--- src/rtl/n64_send_command.sv ---
// Purpose: serialises an 8-bit N64 console command MSB first, then the console stop bit, onto an open-drain line.
// Latency: data_oe rises 1 cycle after start is accepted; busy lasts 35*US_CYCLES cycles; done/rx_enable pulse on the next cycle.
// Backpressure: start is only sampled in IDLE; requests while busy or in FINISH are dropped, not queued.
module n64_send_command #(
    parameter int US_CYCLES = 100,
    parameter int CNT_W     = 9
) (
    input  logic       clk,
    input  logic       reset,
    input  logic       start,
    input  logic [7:0] cmd,
    output logic       data_oe,
    output logic       busy,
    output logic       done,
    output logic       rx_enable
);

    // Terminal counts for the one-, two- and three-quantum phases.
    localparam logic [CNT_W-1:0] Q1_LAST = CNT_W'(US_CYCLES - 1);
    localparam logic [CNT_W-1:0] Q2_LAST = CNT_W'(2 * US_CYCLES - 1);
    localparam logic [CNT_W-1:0] Q3_LAST = CNT_W'(3 * US_CYCLES - 1);

    typedef enum logic [2:0] {
        IDLE,
        BIT_LOW,
        BIT_HIGH,
        STOP_LOW,
        STOP_HIGH,
        FINISH
    } state_t;

    state_t           state;
    logic [7:0]       shreg;
    logic [2:0]       idx;
    logic [CNT_W-1:0] cnt;
    logic [CNT_W-1:0] low_last;
    logic [CNT_W-1:0] high_last;

    // Phase lengths of the current bit: a 1 is short-low/long-high, a 0 the reverse, always 4 quanta total.
    always_comb begin
        low_last  = Q3_LAST;
        high_last = Q1_LAST;
        if (shreg[7]) begin
            low_last  = Q1_LAST;
            high_last = Q3_LAST;
        end
    end

    // Frame sequencer; every output is registered and changes on the same edge as the state it belongs to.
    always_ff @(posedge clk) begin
        if (reset) begin
            state     <= IDLE;
            shreg     <= '0;
            idx       <= '0;
            cnt       <= '0;
            data_oe   <= 1'b0;
            busy      <= 1'b0;
            done      <= 1'b0;
            rx_enable <= 1'b0;
        end else begin
            done      <= 1'b0;
            rx_enable <= 1'b0;
            case (state)
                IDLE: begin
                    if (start) begin
                        shreg   <= cmd;
                        idx     <= 3'd7;
                        cnt     <= '0;
                        data_oe <= 1'b1;
                        busy    <= 1'b1;
                        state   <= BIT_LOW;
                    end
                end
                BIT_LOW: begin
                    if (cnt == low_last) begin
                        cnt     <= '0;
                        data_oe <= 1'b0;
                        state   <= BIT_HIGH;
                    end else begin
                        cnt <= cnt + 1'b1;
                    end
                end
                BIT_HIGH: begin
                    if (cnt == high_last) begin
                        cnt     <= '0;
                        data_oe <= 1'b1;
                        if (idx == 3'd0) begin
                            state <= STOP_LOW;
                        end else begin
                            idx   <= idx - 3'd1;
                            shreg <= {shreg[6:0], 1'b0};
                            state <= BIT_LOW;
                        end
                    end else begin
                        cnt <= cnt + 1'b1;
                    end
                end
                STOP_LOW: begin
                    if (cnt == Q1_LAST) begin
                        cnt     <= '0;
                        data_oe <= 1'b0;
                        state   <= STOP_HIGH;
                    end else begin
                        cnt <= cnt + 1'b1;
                    end
                end
                STOP_HIGH: begin
                    if (cnt == Q2_LAST) begin
                        cnt       <= '0;
                        busy      <= 1'b0;
                        done      <= 1'b1;
                        rx_enable <= 1'b1;
                        state     <= FINISH;
                    end else begin
                        cnt <= cnt + 1'b1;
                    end
                end
                FINISH: begin
                    state <= IDLE;
                end
                default: begin
                    state   <= IDLE;
                    data_oe <= 1'b0;
                    busy    <= 1'b0;
                end
            endcase
        end
    end

endmodule

--- config.mk ---
export PLATFORM = sky130hd
export DESIGN_NAME = n64_send_command
export DESIGN_NICKNAME = d
export VERILOG_FILES = /design/src/rtl/n64_send_command.sv
export SDC_FILE = /design/constraint.sdc
export NUM_CORES = 1
export LEC_CHECK = 0
export CORE_MARGIN = 1
export CORE_UTILIZATION = 40
export DETAILED_ROUTE_END_ITERATION = 8
export DONT_BUFFER_PORTS = 1
export SYNTH_ARGS = -nofsm -noshare
export SYNTH_HDL_FRONTEND = slang
export SYNTH_SLANG_ARGS = --single-unit
--- constraint.sdc ---
create_clock -name clk -period 2.2 [get_ports clk]
set_input_delay 0.44 -clock clk [delete_from_list [all_inputs] [get_ports clk]]
set_output_delay 0.44 -clock clk [all_outputs]
set_load 0.05 [all_outputs]
==> summary.md, run 1 <==
### STA
• **Max Freq** 0.478 GHz
• **post-route setup TNS** 0 ns
• **endpoints failing setup** 0
• **final hold vios** 0
• **worst slew margin relative to its limit** 57.8%
• **Clock Skew** 0.00790 ns
• **fin. max-slew vios** 0
• **final worst setup slack** 0.107 ns
• **actual transition at the worst max-transition pin** 0.633 ns
• **unrepaired setup endpoints after global routing** no
• **final worst-path cycle share** 95.1%
• **shortest period the worst path allows** 2.09 ns

### Synth
• **share of async-settable or async-resettable flops after synthesis** 0%
• **top cells by area in the synthesized netlist** dfxtp_1 (33%), mux2i_1 (7.7%), a21oi_1 (5.1%), nand2_1 (4.1%), a311oi_1 (3.9%)
• **most frequently used flop master after synthesis** dfxtp_1
• **Yosys warning total** 0
• **mean instance size in the synthesized netlist** 8.71 sq um
• **library cell occupying the most area in the post-synthesis netlist** dfxtp_1
• **sequential element share of the synthesized area** 33.2%
• **proportion of netlist area held by the largest area contributor** 33.2%
• **Synth Cell Area** 1570 sq um
• **synthesized instance count** 180
• **register bit total from synthesis** 26
• **Yosys cell types** 50
• **Syn Nets** 195
• **number of enable-type register cells in the synthesized netlist** 0

### Global route
• **global-route wire length before repair** 6090 microns
• **vias in the first global route** 1337
• **largest net degree at the start of global routing** 24
• **total global routing overflow** 0
• **total global routing track utilization** 18.5%
• **initial antenna violation count** 0

### Power and ir drop
• **total power divided by cell area** 641 nW/um^2
• **peak supply drop** 372 uV
• **Leak Pwr** 0.000615 uW

### Die
• **Std-Cell Core Area** 3720 sq um
• **die area** 4170 sq um
• **vertical die dimension** 64.6 microns
• **row count** 22
• **Initial Util** 42.2%
• **die extent in x** 64.6 microns
• **I/O pin count** 15

### Critical path
• **kind of start point of the critical path** register
• **crit-path cells** ha_1 -> and4bb_2 -> nand2_1 -> a221o_1 -> or4b_1 -> a21oi_1
• **Critical Path Source** cnt[1]$_SDFFE_PP0P_
• **launch instance of the worst register-to-register path** cnt[1]$_SDFFE_PP0P_
• **classification of the worst setup path** register to register
• **CP top delay family** simple AND/OR/NAND/NOR gates
• **required time worst endpoint** 2.40 ns
• **CP Data Arrival Time** 2.30 ns
• **slowest cell on the critical path** or4b_1
• **Buf/Inv on CP** 0
• **maximum net fanout on the critical path** 5
• **slowest cell delay on critical path** 0.50 ns
• **kind of capture point of the worst setup path** register

### Run
• **max-cap violations** 0

### Drt
• **total iterations of the first detailed-routing run** 6
• **wire length per cell** 15.0 microns
• **total vias in the final route** 1396
• **remaining number of nets flagged by the antenna check after routing** 0
• **Final Routed Wirelength** 3440 microns
• **Via density** 6.07
• **iteration-0 DRC count of the detailed router** 167
• **total DRC errors in the routed layout** 0

### Clock network
• **clock latency on the worst-skew pair** 0.27 ns
• **maximum buffer depth of the clock tree** 2
• **TritonCTS clock tree** yes
• **CTS buffer count** 3
• **CTS Hold Bufs** 0
• **deepest level of the CTS H-tree** 1
• **clk slew on worst S/H paths** 0.09 ns
• **clock sinks** 26
• **Resized cells post-CTS** 0
• **Clk Tree Root Cell** clkbuf_8
• **Post CTS Setup Buffer Count** 0

### Worst hold path
• **HP Start** reset
• **Hold WC Path Type** primary input to register

### Placement
• **estimated wirelength of the detail-placed design** 2510 microns
• **placed instance count** 226
• **post-place setup slack** 0.164 ns
• **weighted congestion reported at the end of routability-driven placement** 0.871
• **number of buffer cells added on primary ports** 0

### Cells and area
• **growth of design area from synthesis to finish** 9.34%
• **final cell count without fillers** 230
• **final-stage net count** 198
• **layout cell share with drive strength beyond 1** 11.5%
• **n_diodes** 0
• **number of fill cells in the layout** 375

### Status
• **outcome** complete, no violations

==> metal layers <==
metal,global-route usage [%],wire [microns],vias to the layer above
met5,0,0,-
met2,30.1,1580,39
met4,4.72,26,0
li1,-,-,689
met3,4.93,186,4
met1,24.0,1650,664
==> worst reg2reg max path, cell delays in order, from the launching register on <==
cell	delay (ns)
dfxtp_1	0.41
ha_1	0.21
and4bb_2	0.28
nand2_1	0.11
a221o_1	0.38
or4b_1	0.50
a21oi_1	0.14
==> synthesized netlist by cell type (2+ instances only) <==
cell       number
a211oi_1        3
a21oi_1        16
a311oi_1        7
and2_1          2
and3_1          5
buf_2           3
clkbuf_1        7
dfxtp_1        26
ha_1            4
inv_1           6
mux2i_1        12
nand2_1        17
nand2b_1        4
nand3_1         2
nand4_1         2
nor2_1         11
nor3_1          3
nor3b_1         2
nor4_1          2
o2111ai_1       5
o211ai_1        4
o21ai_0         6
o41ai_1         3
xnor2_1         2
==> sequential cells by signal, indices dropped and copies added, names as in the netlist <==
| name | cells |
|---|---|
| idx | 3 |
| cnt | 9 |
| rx_enable | 1 |
| shreg | 8 |
| state | 3 |
| busy | 1 |
| data_oe | 1 |
==> cell families (layout without fill, tap and decap cells) <==
family / Yosys count / after routing / synth area share, %
fa+ha+maj: 4 / 4 / 3.19
mux: 12 / 12 / 7.66
simple gates: 59 / 59 / 21.2
buf+inv: 18 / 20 / 5.27
xor+xnor: 2 / 2 / 1.12
compound gates: 59 / 59 / 28.3
flops: 26 / 26 / 33.2
==> per-stage QoR <==
step                      utilization, %  hold slack, ns  cell area (sq um)  total power, uW
after floorplan                        -           0.454               1570              673
after detailed placement            44.2           0.481               1640              713
after global placement              44.2           0.473               1640              706
after CTS                           46.1           0.215               1710             1110
final                               46.1           0.227               1710             1100
after global routing                46.1           0.202               1710             1160
==> cell usage in the layout, fill, tap and decap left out, drive strengths merged, types with 2 or more instances in the layout <==
master   synthesis  layout
a311oi           7       7
dfxtp           26      26
o41ai            3       3
nand2           17      17
o211ai           4       4
nand2b           4       4
a21oi           17      17
buf              5      10
a211oi           3       3
nand4            2       2
mux2i           12      12
nor2            11      11
clkbuf           7       3
o21ai            6       6
inv              6       6
ha               4       4
o2111ai          5       5
xnor2            2       2
nor4             2       2
nor3             3       3
nand3            2       2
nor3b            2       2
and2             2       2
and3             5       5
==> power breakdown <==
| group | total [uW] | leakage (uW) | switching, uW | internal [uW] |
|---|---|---|---|---|
| Combinational | 166 | 0.000366 | 92.9 | 73.5 |
| Sequential | 538 | 0.000213 | 37.9 | 500 |
| Clock | 395 | 0.0000357 | 151 | 243 |
==> layout make-up <==
type / count / area, sq um / area share (%)
Multi-Input combinational cell: 136 / 965 / 56.3
Clock inverter: 1 / 30.0 / 1.75
Clock buffer: 3 / 41.3 / 2.41
Sequential cell: 26 / 520 / 30.4
Tap cell: 48 / 60.1 / 3.50
Timing Repair Buffer: 10 / 75.1 / 4.38
Inverter: 6 / 22.5 / 1.31
==> worst paths after layout <==
check / endpoint / slack, ns / cells past startpoint
worst max register to register: state[0]$_SDFFE_PP0P_ / 0.11 / 6
worst min register to register: idx[1]$_SDFFE_PP0P_ / 0.49 / 2
worst max-delay path: state[0]$_SDFFE_PP0P_ / 0.11 / 6
worst min-delay path: shreg[7]$_SDFFE_PP0P_ / 0.23 / 1
(Power assumes the default switching activity.)
==> inputs of run 2 (changes only) <==
Settings changed: DONT_BUFFER_PORTS 1 to unset.
==> summary.md, run 2 (synthesis gave the netlist of run 1 again) <==
### Global route
• **total global routing track utilization** 18.5%, about the same
• **largest net degree at the start of global routing** 23, was 24
• **initial antenna violation count** 0, unchanged
• **met1 Track Usage GR** 25.0%, was 24.0%
• **met3 GRT Util** 2.64%, was 4.93%
• **total global routing overflow** 0, unchanged
• **vias in the first global route** 1313, was 1337
• **global-route wire length before repair** 6070 microns, was 6090 microns
• **GRT Max-Usage Layer** met2, unchanged
• **GR Layer Usage met2** 29.6%, was 30.1%

### Die
• **Initial Util** 42.2%, unchanged
• **Std-Cell Core Area** 3720 sq um, unchanged
• **row count** 22, unchanged
• **die extent in x** 64.6 microns, unchanged
• **vertical die dimension** 64.6 microns, unchanged
• **I/O pin count** 15, unchanged
• **die area** 4170 sq um, unchanged

### Placement
• **number of buffer cells added on primary ports** 14, was 0
• **placed instance count** 238, was 226
• **estimated wirelength of the detail-placed design** 2460 microns, was 2510 microns
• **weighted congestion reported at the end of routability-driven placement** 0.848, was 0.871
• **placed instance area** 1770 sq um, was 1640 sq um

### Clock network
• **Clk Tree Root Cell** clkbuf_8, unchanged
• **CTS buffer count** 3, unchanged
• **TritonCTS clock tree** yes, unchanged
• **clk slew on worst S/H paths** 0.10 ns, was 0.09 ns
• **CTS Hold Bufs** 0, unchanged
• **clock latency on the worst-skew pair** 0.27 ns, about the same
• **clock sinks** 26, unchanged
• **Resized cells post-CTS** 0, unchanged
• **deepest level of the CTS H-tree** 1, unchanged
• **Post CTS Setup Buffer Count** 0, unchanged
• **maximum buffer depth of the clock tree** 2, unchanged

### Worst hold path
• **number of stages on the worst hold path** 2, was 1
• **Hold WC Path Type** register to register, was primary input to register

### Cells and area
• **max FFs per register** 9, unchanged
• **layout cell share with drive strength beyond 1** 10.8%, was 11.5%
• **final cell count without fillers** 242, was 230
• **final-stage net count** 210, was 198
• **Non-Filler Cell Area, Final** 1830 sq um, was 1710 sq um
• **largest registers** cnt (9), shreg (8), unchanged
• **number of fill cells in the layout** 369, was 375
• **growth of design area from synthesis to finish** 16.7%, was 9.34%
• **n_diodes** 0, unchanged
• **post-layout util** 49.2%, was 46.1%
• **commonest cells after routing, fill and taps aside** dfxtp_1 (25), nand2_1 (17), a21oi_1 (16), clkdlybuf4s50_1 (14), mux2i_1 (12), was dfxtp_1 (26), nand2_1 (17), a21oi_1 (16), mux2i_1 (12), nor2_1 (11)
• **commonest non-fill, non-tap cell in the layout** dfxtp_1, unchanged
• **Biggest register** cnt, unchanged

### Drt
• **Via density** 5.86, was 6.07
• **wire length per cell** 14.4 microns, was 15.0 microns
• **remaining number of nets flagged by the antenna check after routing** 0, unchanged
• **total iterations of the first detailed-routing run** 4, was 6
• **total DRC errors in the routed layout** 0, unchanged
• **Final Routed Wirelength** 3480 microns, was 3440 microns
• **iteration-0 DRC count of the detailed router** 82, was 167
• **total vias in the final route** 1417, was 1396

### Critical path
• **cell count of the worst reg-to-reg path** 7, was 6
• **CP Data Arrival Time** 2.21 ns, was 2.30 ns
• **reg-to-reg slack, setup** 0.16 ns, was 0.11 ns
• **kind of capture point of the worst setup path** register, unchanged
• **classification of the worst setup path** register to register, unchanged
• **maximum net fanout on the critical path** 12, was 5
• **required time worst endpoint** 2.38 ns, was 2.40 ns
• **kind of start point of the critical path** register, unchanged

### STA
• **post-route setup TNS** 0 ns, unchanged
• **Clock Skew** 0.00221 ns, was 0.00790 ns
• **Max Freq** 0.491 GHz, was 0.478 GHz
• **unrepaired setup endpoints after global routing** no, unchanged
• **actual transition at the worst max-transition pin** 0.498 ns, was 0.633 ns
• **fin. max-slew vios** 0, unchanged
• **worst slew margin relative to its limit** 66.3%, was 57.8%
• **shortest period the worst path allows** 2.04 ns, was 2.09 ns
• **hold slack** 0.495 ns, was 0.227 ns
• **endpoints failing setup** 0, unchanged
• **final hold vios** 0, unchanged
• **final worst-path cycle share** 92.6%, was 95.1%

### Run
• **max-cap violations** 0, unchanged

### Status
• **outcome** complete, no violations, unchanged

### Power and ir drop
• **total power divided by cell area** 578 nW/um^2, was 641 nW/um^2
• **peak supply drop** 211 uV, was 372 uV
• **Leak Pwr** 0.000655 uW, was 0.000615 uW

run 2: changes by cell type in the layout (fill, tap and decap cells not counted), sizes merged:
| cell | change |
|---|---|
| clkdlybuf4s50 | +14 |
| buf | -2 |
| clkbuf | +1 |
| bufinv | -1 |
run 2: layout make-up:
cell class,instances,area (sq um),area share [%]
Clock buffer,4,55.1,3.01
Inverter,6,22.5,1.23
Multi-Input combinational cell,136,970,53.0
Sequential cell,26,522,28.5
Tap cell,48,60.1,3.28
Timing Repair Buffer,22,200,10.9
run 2: final timing paths:
path,startpoint,to
min,idx[1]$_SDFFE_PP0P_,idx[1]$_SDFFE_PP0P_
max reg2reg,cnt[1]$_SDFFE_PP0P_,cnt[8]$_SDFFE_PP0P_
max,cnt[1]$_SDFFE_PP0P_,cnt[8]$_SDFFE_PP0P_
min reg2reg,idx[1]$_SDFFE_PP0P_,idx[1]$_SDFFE_PP0P_
run 2: layer usage:
| metal | wire, microns | vias to the layer above |
|---|---|---|
| met2 | 1590 | 36 |
| met4 | 49 | 0 |
| met3 | 104 | 6 |
| met1 | 1740 | 660 |
| met5 | 0 | - |
| li1 | - | 715 |
run 2: stage by stage:
stage	total power [uW]	setup WS, ns
finish	1060	0.163
global route	1120	0.0345
CTS	1070	0.107
detailed placement	745	0.120
global placement	738	0.138
floorplan	673	0.287
run 2: power by group:
part | internal [uW] | switching [uW] | leakage [uW] | total [uW]
clock network | 160 | 161 | 0.0000288 | 321
logic | 93.3 | 118 | 0.000413 | 211
registers | 500 | 24.9 | 0.000214 | 525
run 2: critical path, stage by stage (launching register included):
cell and delay (ns):
dfxtp_2 0.38, ha_1 0.22, and4bb_2 0.29, nand2_1 0.09
a221o_1 0.37, buf_4 0.19, a211o_1 0.27, o2111a_1 0.13
